### src/rtl/rv32_decode_issue.sv
// RV32 ID stage: decodes ALU-class instructions into an op-select, reads
// operands, interlocks read-after-write hazards through a pending-write
// scoreboard and issues registered operands to the EX-stage ALU.
module rv32_decode_issue #(
    parameter int XLEN = 32,
    parameter int NREG = 32
) (
    input  logic            clk,
    input  logic            rst,
    input  logic            if_valid,
    output logic            if_ready,
    input  logic [XLEN-1:0] if_instr,
    input  logic [XLEN-1:0] if_pc,
    input  logic            flush,
    output logic [4:0]      rf_rs1_addr,
    output logic [4:0]      rf_rs2_addr,
    input  logic [XLEN-1:0] rf_rs1_data,
    input  logic [XLEN-1:0] rf_rs2_data,
    input  logic            wb_valid,
    input  logic [4:0]      wb_rd,
    output logic [XLEN-1:0] reg_s1,
    output logic [XLEN-1:0] reg_s2,
    output logic [XLEN-1:0] pc,
    output logic [XLEN-1:0] code_bus,
    output logic [3:0]      alu_opsel,
    output logic            enable,
    output logic [4:0]      rd_addr,
    output logic            rd_we,
    output logic            illegal
);
    localparam logic [6:0] OPC_OP     = 7'b0110011;
    localparam logic [6:0] OPC_OP_IMM = 7'b0010011;
    localparam logic [6:0] OPC_LUI    = 7'b0110111;
    localparam logic [6:0] OPC_AUIPC  = 7'b0010111;

    logic [6:0]      opcode;
    logic [6:0]      funct7;
    logic [2:0]      funct3;
    logic [4:0]      rs1;
    logic [4:0]      rs2;
    logic [4:0]      rd;
    logic            legal;
    logic            use_rs1;
    logic            use_rs2;
    logic [3:0]      opsel_dec;
    logic            hazard;
    logic            fire;
    logic [NREG-1:0] sb;
    logic [NREG-1:0] sb_next;

    assign opcode      = if_instr[6:0];
    assign rd          = if_instr[11:7];
    assign funct3      = if_instr[14:12];
    assign rs1         = if_instr[19:15];
    assign rs2         = if_instr[24:20];
    assign funct7      = if_instr[31:25];
    assign rf_rs1_addr = rs1;
    assign rf_rs2_addr = rs2;

    // Combinational decode: op-select, legality and which source registers are read.
    // Shifts are deliberately absent so they fall through as illegal.
    always_comb begin
        legal     = 1'b0;
        opsel_dec = 4'd0;
        unique case (opcode)
            OPC_OP: begin
                if (funct7 == 7'b0000000) begin
                    legal = 1'b1;
                    case (funct3)
                        3'b000:  opsel_dec = 4'd0;
                        3'b111:  opsel_dec = 4'd2;
                        3'b110:  opsel_dec = 4'd3;
                        3'b100:  opsel_dec = 4'd4;
                        3'b010:  opsel_dec = 4'd5;
                        3'b011:  opsel_dec = 4'd6;
                        default: legal = 1'b0;
                    endcase
                end else if (funct7 == 7'b0100000 && funct3 == 3'b000) begin
                    legal     = 1'b1;
                    opsel_dec = 4'd1;
                end
            end
            OPC_OP_IMM: begin
                legal = 1'b1;
                case (funct3)
                    3'b000:  opsel_dec = 4'd7;
                    3'b111:  opsel_dec = 4'd9;
                    3'b110:  opsel_dec = 4'd10;
                    3'b100:  opsel_dec = 4'd11;
                    3'b010:  opsel_dec = 4'd12;
                    3'b011:  opsel_dec = 4'd13;
                    default: legal = 1'b0;
                endcase
            end
            OPC_LUI: begin
                legal     = 1'b1;
                opsel_dec = 4'd14;
            end
            OPC_AUIPC: begin
                legal     = 1'b1;
                opsel_dec = 4'd15;
            end
            default: legal = 1'b0;
        endcase
    end

    // Illegal instructions read nothing, so they can never stall.
    assign use_rs1 = legal && (opcode == OPC_OP || opcode == OPC_OP_IMM);
    assign use_rs2 = legal && (opcode == OPC_OP);

    // Only the registered scoreboard is consulted: no same-cycle writeback bypass.
    assign hazard = if_valid &&
                    ((use_rs1 && rs1 != 5'd0 && sb[rs1]) ||
                     (use_rs2 && rs2 != 5'd0 && sb[rs2]));

    assign if_ready = !rst && !flush && !hazard;
    assign fire     = if_valid && if_ready;

    // Scoreboard next state: writeback clears, a new issue sets (set wins), x0 never pending.
    always_comb begin
        sb_next = sb;
        if (wb_valid && wb_rd != 5'd0) begin
            sb_next[wb_rd] = 1'b0;
        end
        if (fire && legal && rd != 5'd0) begin
            sb_next[rd] = 1'b1;
        end
        sb_next[0] = 1'b0;
    end

    // Scoreboard register.
    always_ff @(posedge clk or posedge rst) begin
        if (rst) begin
            sb <= '0;
        end else begin
            sb <= sb_next;
        end
    end

    // Issue register: strobes pulse for one cycle, data holds unless a legal instruction fires.
    always_ff @(posedge clk or posedge rst) begin
        if (rst) begin
            enable    <= 1'b0;
            illegal   <= 1'b0;
            rd_we     <= 1'b0;
            rd_addr   <= 5'd0;
            alu_opsel <= 4'd0;
            reg_s1    <= '0;
            reg_s2    <= '0;
            pc        <= '0;
            code_bus  <= '0;
        end else begin
            enable  <= fire && legal;
            illegal <= fire && !legal;
            rd_we   <= fire && legal && (rd != 5'd0);
            if (fire && legal) begin
                rd_addr   <= rd;
                alu_opsel <= opsel_dec;
                reg_s1    <= rf_rs1_data;
                reg_s2    <= rf_rs2_data;
                pc        <= if_pc;
                code_bus  <= if_instr;
            end
        end
    end
endmodule

### config.mk
export PLATFORM = sky130hd
export DESIGN_NAME = rv32_decode_issue
export DESIGN_NICKNAME = d
export VERILOG_FILES = /design/src/rtl/rv32_decode_issue.sv
export SDC_FILE = /design/constraint.sdc
export NUM_CORES = 1
export LEC_CHECK = 0
export BUFFER_PORTS_ARGS = -buffer_cell sky130_fd_sc_hd__buf_2
export CORE_MARGIN = 2
export CORE_UTILIZATION = 54
export DETAILED_ROUTE_END_ITERATION = 6
export GPL_TIMING_DRIVEN = 0
export PLACE_DENSITY = 0.88
export SLEW_MARGIN = 20
export SYNTH_ARGS = -nofsm -noshare
export SYNTH_HDL_FRONTEND = slang
export SYNTH_SLANG_ARGS = --single-unit
### constraint.sdc
create_clock -name clk -period 10 [get_ports clk]
set_clock_uncertainty 0.05 [all_clocks]
set_input_delay 1 -clock clk [delete_from_list [all_inputs] [get_ports clk]]
set_output_delay 1 -clock clk [all_outputs]
set_load 0.01 [all_outputs]
; ---- Word-level counts from Yosys, hierarchy flattened
; Cells that the tools add are included.
; Widths: inputs -> output; s select.
[totals]
output_inout_bits = 151
register_bits = 171
[op_classes]
eq_ne = 10
muxes = 19
bitwise = 3
order_cmp = 6
reduce_logical = 31
[op_table]
columns = operator, count
row1 = $mux 32, 2
row2 = $and 32x32->32, 1
row3 = $not 32->32, 1
row4 = $or 32x32->32, 1
row5 = $lt 5x6->1 const B, 4
row6 = $pmux 4 s6, 1
row7 = $eq 7x6->1 const B, 3
row8 = $reduce_bool 5->1, 4
row9 = $logic_and 1x1->1, 17
row10 = $pmux 4 s4, 1
row11 = $pmux 3 s5, 1
row12 = $eq 7x5->1 const B, 2
row13 = $bmux 1 s5, 2
row14 = $demux 1 s5, 2
row15 = $ge 5x1->1 const B, 2
row16 = $eq 3x3->1 const B, 3
row17 = $mux 1, 8
row18 = $logic_not 7->1, 1
row19 = $eq 3x2->1 const B, 2
row20 = $reduce_or 6->1, 1
row21 = $logic_not 1->1, 4
row22 = $mux 4, 1
row23 = $logic_not 3->1, 1
row24 = $pmux 1 s3, 1
row25 = 2 further kinds, 3

; ---- Logic depth before layout (Yosys ltp)
[depth]
word_depth = 16
mapped_depth = 12
depth_no_buf = 10

; ---- Worst setup path before layout
; Ideal clock, no wire load.
[synth_path]
path_kind = input to output
startpoint = in if_instr[20]
endpoint = out if_ready
slack_ns = 6.174
cell_stages = 7
arrival_time_ns = 2.776
required_ns = 8.950
cell_sequence = clkbuf_1 mux4_2 or2_1 a41oi_1 o311a_1 o21ai_0 a311oi_1
[synth_between]
elab_chain_cells = 7
word_cells_on_any_way = 9
classes_between = mux (2) / reduce/logical (7)
[synth_rtl]
columns = element, line
row1 = "start, declared", 12  ; input logic [XLEN-1:0] if_instr,
row2 = $bmux 1 s5 or $reduce_bool 5->1 (tied branches), 114  ; (use_rs2 && rs2 != 5'd0 && sb[rs2]));
row3 = $mux 1 (implied by the code) or $logic_and 1x1->1 (tied branches), 114
row4 = $logic_and 1x1->1 (*), 114
row5 = $logic_or 1x1->1 (*), 113  ; ((use_rs1 && rs1 != 5'd0 && sb[rs1]) ||
row6 = $logic_and 1x1->1 (*), 112  ; assign hazard = if_valid &&
row7 = $logic_not 1->1 (*), 116  ; assign if_ready = !rst && !flush && !hazard;
row8 = $logic_and 1x1->1 (*), 116
row9 = "end, declared", 11  ; output logic if_ready,
; Mark *: on every way between the ends. The rest lies on a longest branch, timed or not. The select of a mux whose other input is x is not followed.

; ---- Worst setup path after layout
; Ends and elaborated chain as after synthesis.

==> results.sh <==
export IMPL_result_of_the_run="complete, no violations"
export IMPL_grt_first_pass_wirelength_um=34600
export IMPL_postSynthRegisterBits=166
export IMPL_finalNonFillerCells=1103
export IMPL_ir_drop_uv=170
export IMPL_critPathRequiredTime_ns=8.95
export IMPL_clk_insertion_delay_late_ns=0.43
export IMPL_detail_route_first_pass_iterations=5
export IMPL_synth_edff_count=0
export IMPL_mappedNetlistArea_um2=8000
export IMPL_post_dp_hpwl_um=16200
export IMPL_post_drt_wl_per_cell_um=19.9
export IMPL_io_buffers=287
export IMPL_layout_filler_cells=969
export IMPL_worstReg2RegStart="sb[1]"
export IMPL_clock_tree_from_tritoncts="yes"
export IMPL_worstHoldPathType="reg2reg"
export IMPL_timing_critical_path_arrival_ns=3.33
export IMPL_finalWorstPathRequiredPeriod_ns=4.38
export IMPL_mean_instance_size_in_the_synthesized_netlist_um2=13.4
export IMPL_clock_sinks=166
export IMPL_clk_pin_slew_worst_paths_ns=0.06
export IMPL_final_cell_mix="290 x sky130_fd_sc_hd__buf_2, 166 x sky130_fd_sc_hd__dfrtp_1, 90 x sky130_fd_sc_hd__mux2_4, 66 x sky130_fd_sc_hd__o21ai_0, 47 x sky130_fd_sc_hd__nand2_1"
export IMPL_initial_utilization=0.552
export IMPL_share_clk_of_total_power=0.421
export IMPL_p_sw_frac=0.262
export IMPL_min_path_cells=1
export IMPL_grt_pass1_vias=6356
export IMPL_maxClockFrequency_mhz=229
export IMPL_cts_root_to_sink_buffers=2
export IMPL_tns_ns=0
export IMPL_routed_wl_um=21900
export IMPL_standard_cell_rows=44
export IMPL_r2r_slack_ns=7.14
export IMPL_rsz0062_at_grt="no"
export IMPL_die_h_um=126
export IMPL_multiInputGateArea_um2=3400
export IMPL_r2r_end="pc[1]"
export IMPL_grt_start_max_net_pins=110
export IMPL_dr_first_iter_drc_count=446
export IMPL_setup_viol=0
export IMPL_globalplace_congestion=0.891
export IMPL_synth_nets=740
export IMPL_asyncSetResetFlopFracSynth=1.00
export IMPL_grt_total_usage=0.282
export IMPL_max_cap_violations=0
export IMPL_synthesis_instances=596
export IMPL_drcViolationCount=0
export IMPL_grt_overflow_total=0
export IMPL_die_width_um=126
export IMPL_p_leak_nw=5.47
export IMPL_synth_warn=0
export IMPL_timing_hold_violations_final=0
export IMPL_power_frac_seq=0.453
export IMPL_cts_hold_buf=0
export IMPL_design_area_um2=10300
export IMPL_final_common_cell="sky130_fd_sc_hd__buf_2"
export IMPL_p_sw_w=0.000421
export IMPL_power_combinational_fraction=0.126
export IMPL_synth_seq_area_share=0.519
export IMPL_cts_repair_resized=0
export IMPL_worstRegToRegCells=10
export IMPL_final_core_utilization=0.713
export IMPL_placement_cell_area_um2=9700
export IMPL_timing_setup_critical_path_class="in2out"
export IMPL_htreeDepth=4
export IMPL_vias=6093
export IMPL_layout_nets=1047
export IMPL_seqCellArea_um2=4150
export IMPL_worst_hold_path_endpoint="code_bus[3]"
export IMPL_antenna_found_initial=2
export IMPL_cts_buffers_inserted=17
export IMPL_fin_crit_sh=0.438
export IMPL_proportion_of_layout_cells_with_a_drive_suffix_above_1=0.540
export IMPL_design_portCount=289
export IMPL_slew_viol_final=0
export IMPL_synthDistinctLibCells=60
export IMPL_postRouteAntennaNets=0
export IMPL_timing_critical_path_from_type="input port"
export IMPL_ctsRootBufferMaster="sky130_fd_sc_hd__clkbuf_16"
export IMPL_worstMarginPinSlew_ns=0.604
export IMPL_cp_end_kind="primary output"
export IMPL_max_slew_margin=0.596
export IMPL_cp_max_fo=10
export IMPL_beginning_of_the_worst_hold_path="code_bus[3]"
export IMPL_drt_vias_per_instance=5.52
export IMPL_cts_setup_buffers=0
export IMPL_synth_flop_cell="sky130_fd_sc_hd__dfrtp_1"
export IMPL_area_delta_synth_final_pct=29.0
export IMPL_internal_power_w=0.00119
export IMPL_power_per_cell_area_nw_per_um2=156
export IMPL_post_place_cells=1068
export IMPL_core_region_area_um2=14500
export IMPL_whs_ns=0.437
export IMPL_die_area_um2=15800
[how the worst max path moves through the flow]
| stage | startpoint | end | slack [ns] | cells after the start |
|---|---|---|---|---|
| 6_report | if_instr[20] | if_ready | 5.62 | 9 |
| 5_1_grt | if_instr[20] | if_ready | 5.49 | 9 |
| 4_1_cts | if_instr[20] | if_ready | 5.63 | 9 |
| 3_5_place_dp | if_instr[20] | if_ready | 5.64 | 9 |
| 3_3_place_gp | rst | pc[2] | 2.80 | 2 |
| 2_1_floorplan | rst | alu_opsel[0] | 4.46 | 1 |
[registers in the layout (all words and copies together), names as in the netlist]
name / cells
alu_opsel: 4
code_bus: 32
enable: 1
illegal: 1
pc: 32
rd_we: 1
reg_s1: 32
reg_s2: 32
sb: 31
[critical path, cell delays in order]
cell                       delay, ns
sky130_fd_sc_hd__buf_2          0.09
sky130_fd_sc_hd__clkbuf_1       0.37
sky130_fd_sc_hd__mux4_2         0.37
sky130_fd_sc_hd__or2_1          0.21
sky130_fd_sc_hd__a41oi_1        0.30
sky130_fd_sc_hd__o311a_1        0.33
sky130_fd_sc_hd__o21ai_0        0.18
sky130_fd_sc_hd__a311oi_1       0.28
sky130_fd_sc_hd__buf_2          0.18
[through the flow]
| step | setup WS (ns) | total power (W) |
|---|---|---|
| after floorplan | 4.46 | 0.000841 |
| after global placement | 2.80 | 0.000930 |
| after detailed placement | 5.64 | 0.000942 |
| after CTS | 5.63 | 0.00162 |
| after global routing | 5.49 | 0.00166 |
| final | 5.62 | 0.00161 |
[cell type report]
class	instances	area share
Antenna cell	3	0.000728
Buffer	42	0.0394
Clock buffer	17	0.0412
Clock inverter	15	0.0181
Inverter	8	0.00388
Multi-Input combinational cell	380	0.330
Sequential cell	166	0.403
Tap cell	184	0.0223
Timing Repair Buffer	288	0.142
[Yosys cell counts (2+ instances only)]
master,instances,area [um^2]
sky130_fd_sc_hd__and2_1,5,31.3
sky130_fd_sc_hd__or3b_2,2,17.5
sky130_fd_sc_hd__buf_1,3,11.3
sky130_fd_sc_hd__buf_2,3,15.0
sky130_fd_sc_hd__nor2b_1,6,37.5
sky130_fd_sc_hd__nand2b_1,11,68.8
sky130_fd_sc_hd__o311a_1,2,20.0
sky130_fd_sc_hd__dfrtp_1,166,4150
sky130_fd_sc_hd__a21oi_1,7,35.0
sky130_fd_sc_hd__o22a_1,3,26.3
sky130_fd_sc_hd__inv_1,7,26.3
sky130_fd_sc_hd__and3b_1,3,26.3
sky130_fd_sc_hd__mux4_2,5,113
sky130_fd_sc_hd__mux2_4,90,1350
sky130_fd_sc_hd__a22oi_1,3,22.5
sky130_fd_sc_hd__clkbuf_1,6,22.5
sky130_fd_sc_hd__nand3b_1,8,60.1
sky130_fd_sc_hd__nand3_1,8,40.0
sky130_fd_sc_hd__mux2_2,36,405
sky130_fd_sc_hd__nor2_1,16,60.1
sky130_fd_sc_hd__a21o_1,2,15.0
sky130_fd_sc_hd__mux2i_1,14,140
sky130_fd_sc_hd__and3_1,2,12.5
sky130_fd_sc_hd__buf_6,2,22.5
sky130_fd_sc_hd__nor3b_1,4,30.0
sky130_fd_sc_hd__o21ai_0,66,330
sky130_fd_sc_hd__nor3_1,5,25.0
sky130_fd_sc_hd__nand4_1,2,12.5
sky130_fd_sc_hd__buf_12,10,200
sky130_fd_sc_hd__buf_4,18,135
sky130_fd_sc_hd__nand2_1,47,176
sky130_fd_sc_hd__ha_1,6,75.1
[power groups by stage]
stage	Clock (W)	Combinational (W)	Sequential (W)
floorplan	0	0.0000877	0.000754
global placement	0	0.000194	0.000737
detailed placement	0	0.000203	0.000739
CTS	0.000686	0.000205	0.000728
global route	0.000714	0.000219	0.000732
finish	0.000677	0.000203	0.000728
[logic make-up (layout without fill, tap and decap cells)]
group                    count (synthesis)  after routing  share of synthesized area
flip-flops                             166            166                      0.519
multiplexers                           146            146                      0.253
AND/OR/NAND/NOR                        129            129                     0.0875
AO/OA/AOI/OAI                           99             99                     0.0762
buffers and inverters                   50            370                     0.0549
adder cells (fa/ha/maj)                  6              6                    0.00939
other                                    0              3                          0
[per-layer routing]
| layer | routed length (um) | share of wire | GRT usage |
|---|---|---|---|
| met4 | 752 | 0.034 | 0.118 |
| met5 | 0 | 0 | 0 |
| met3 | 1530 | 0.070 | 0.0739 |
| met2 | 11000 | 0.50 | 0.472 |
| met1 | 8670 | 0.40 | 0.350 |
Power figures use the tool's default switching activity.
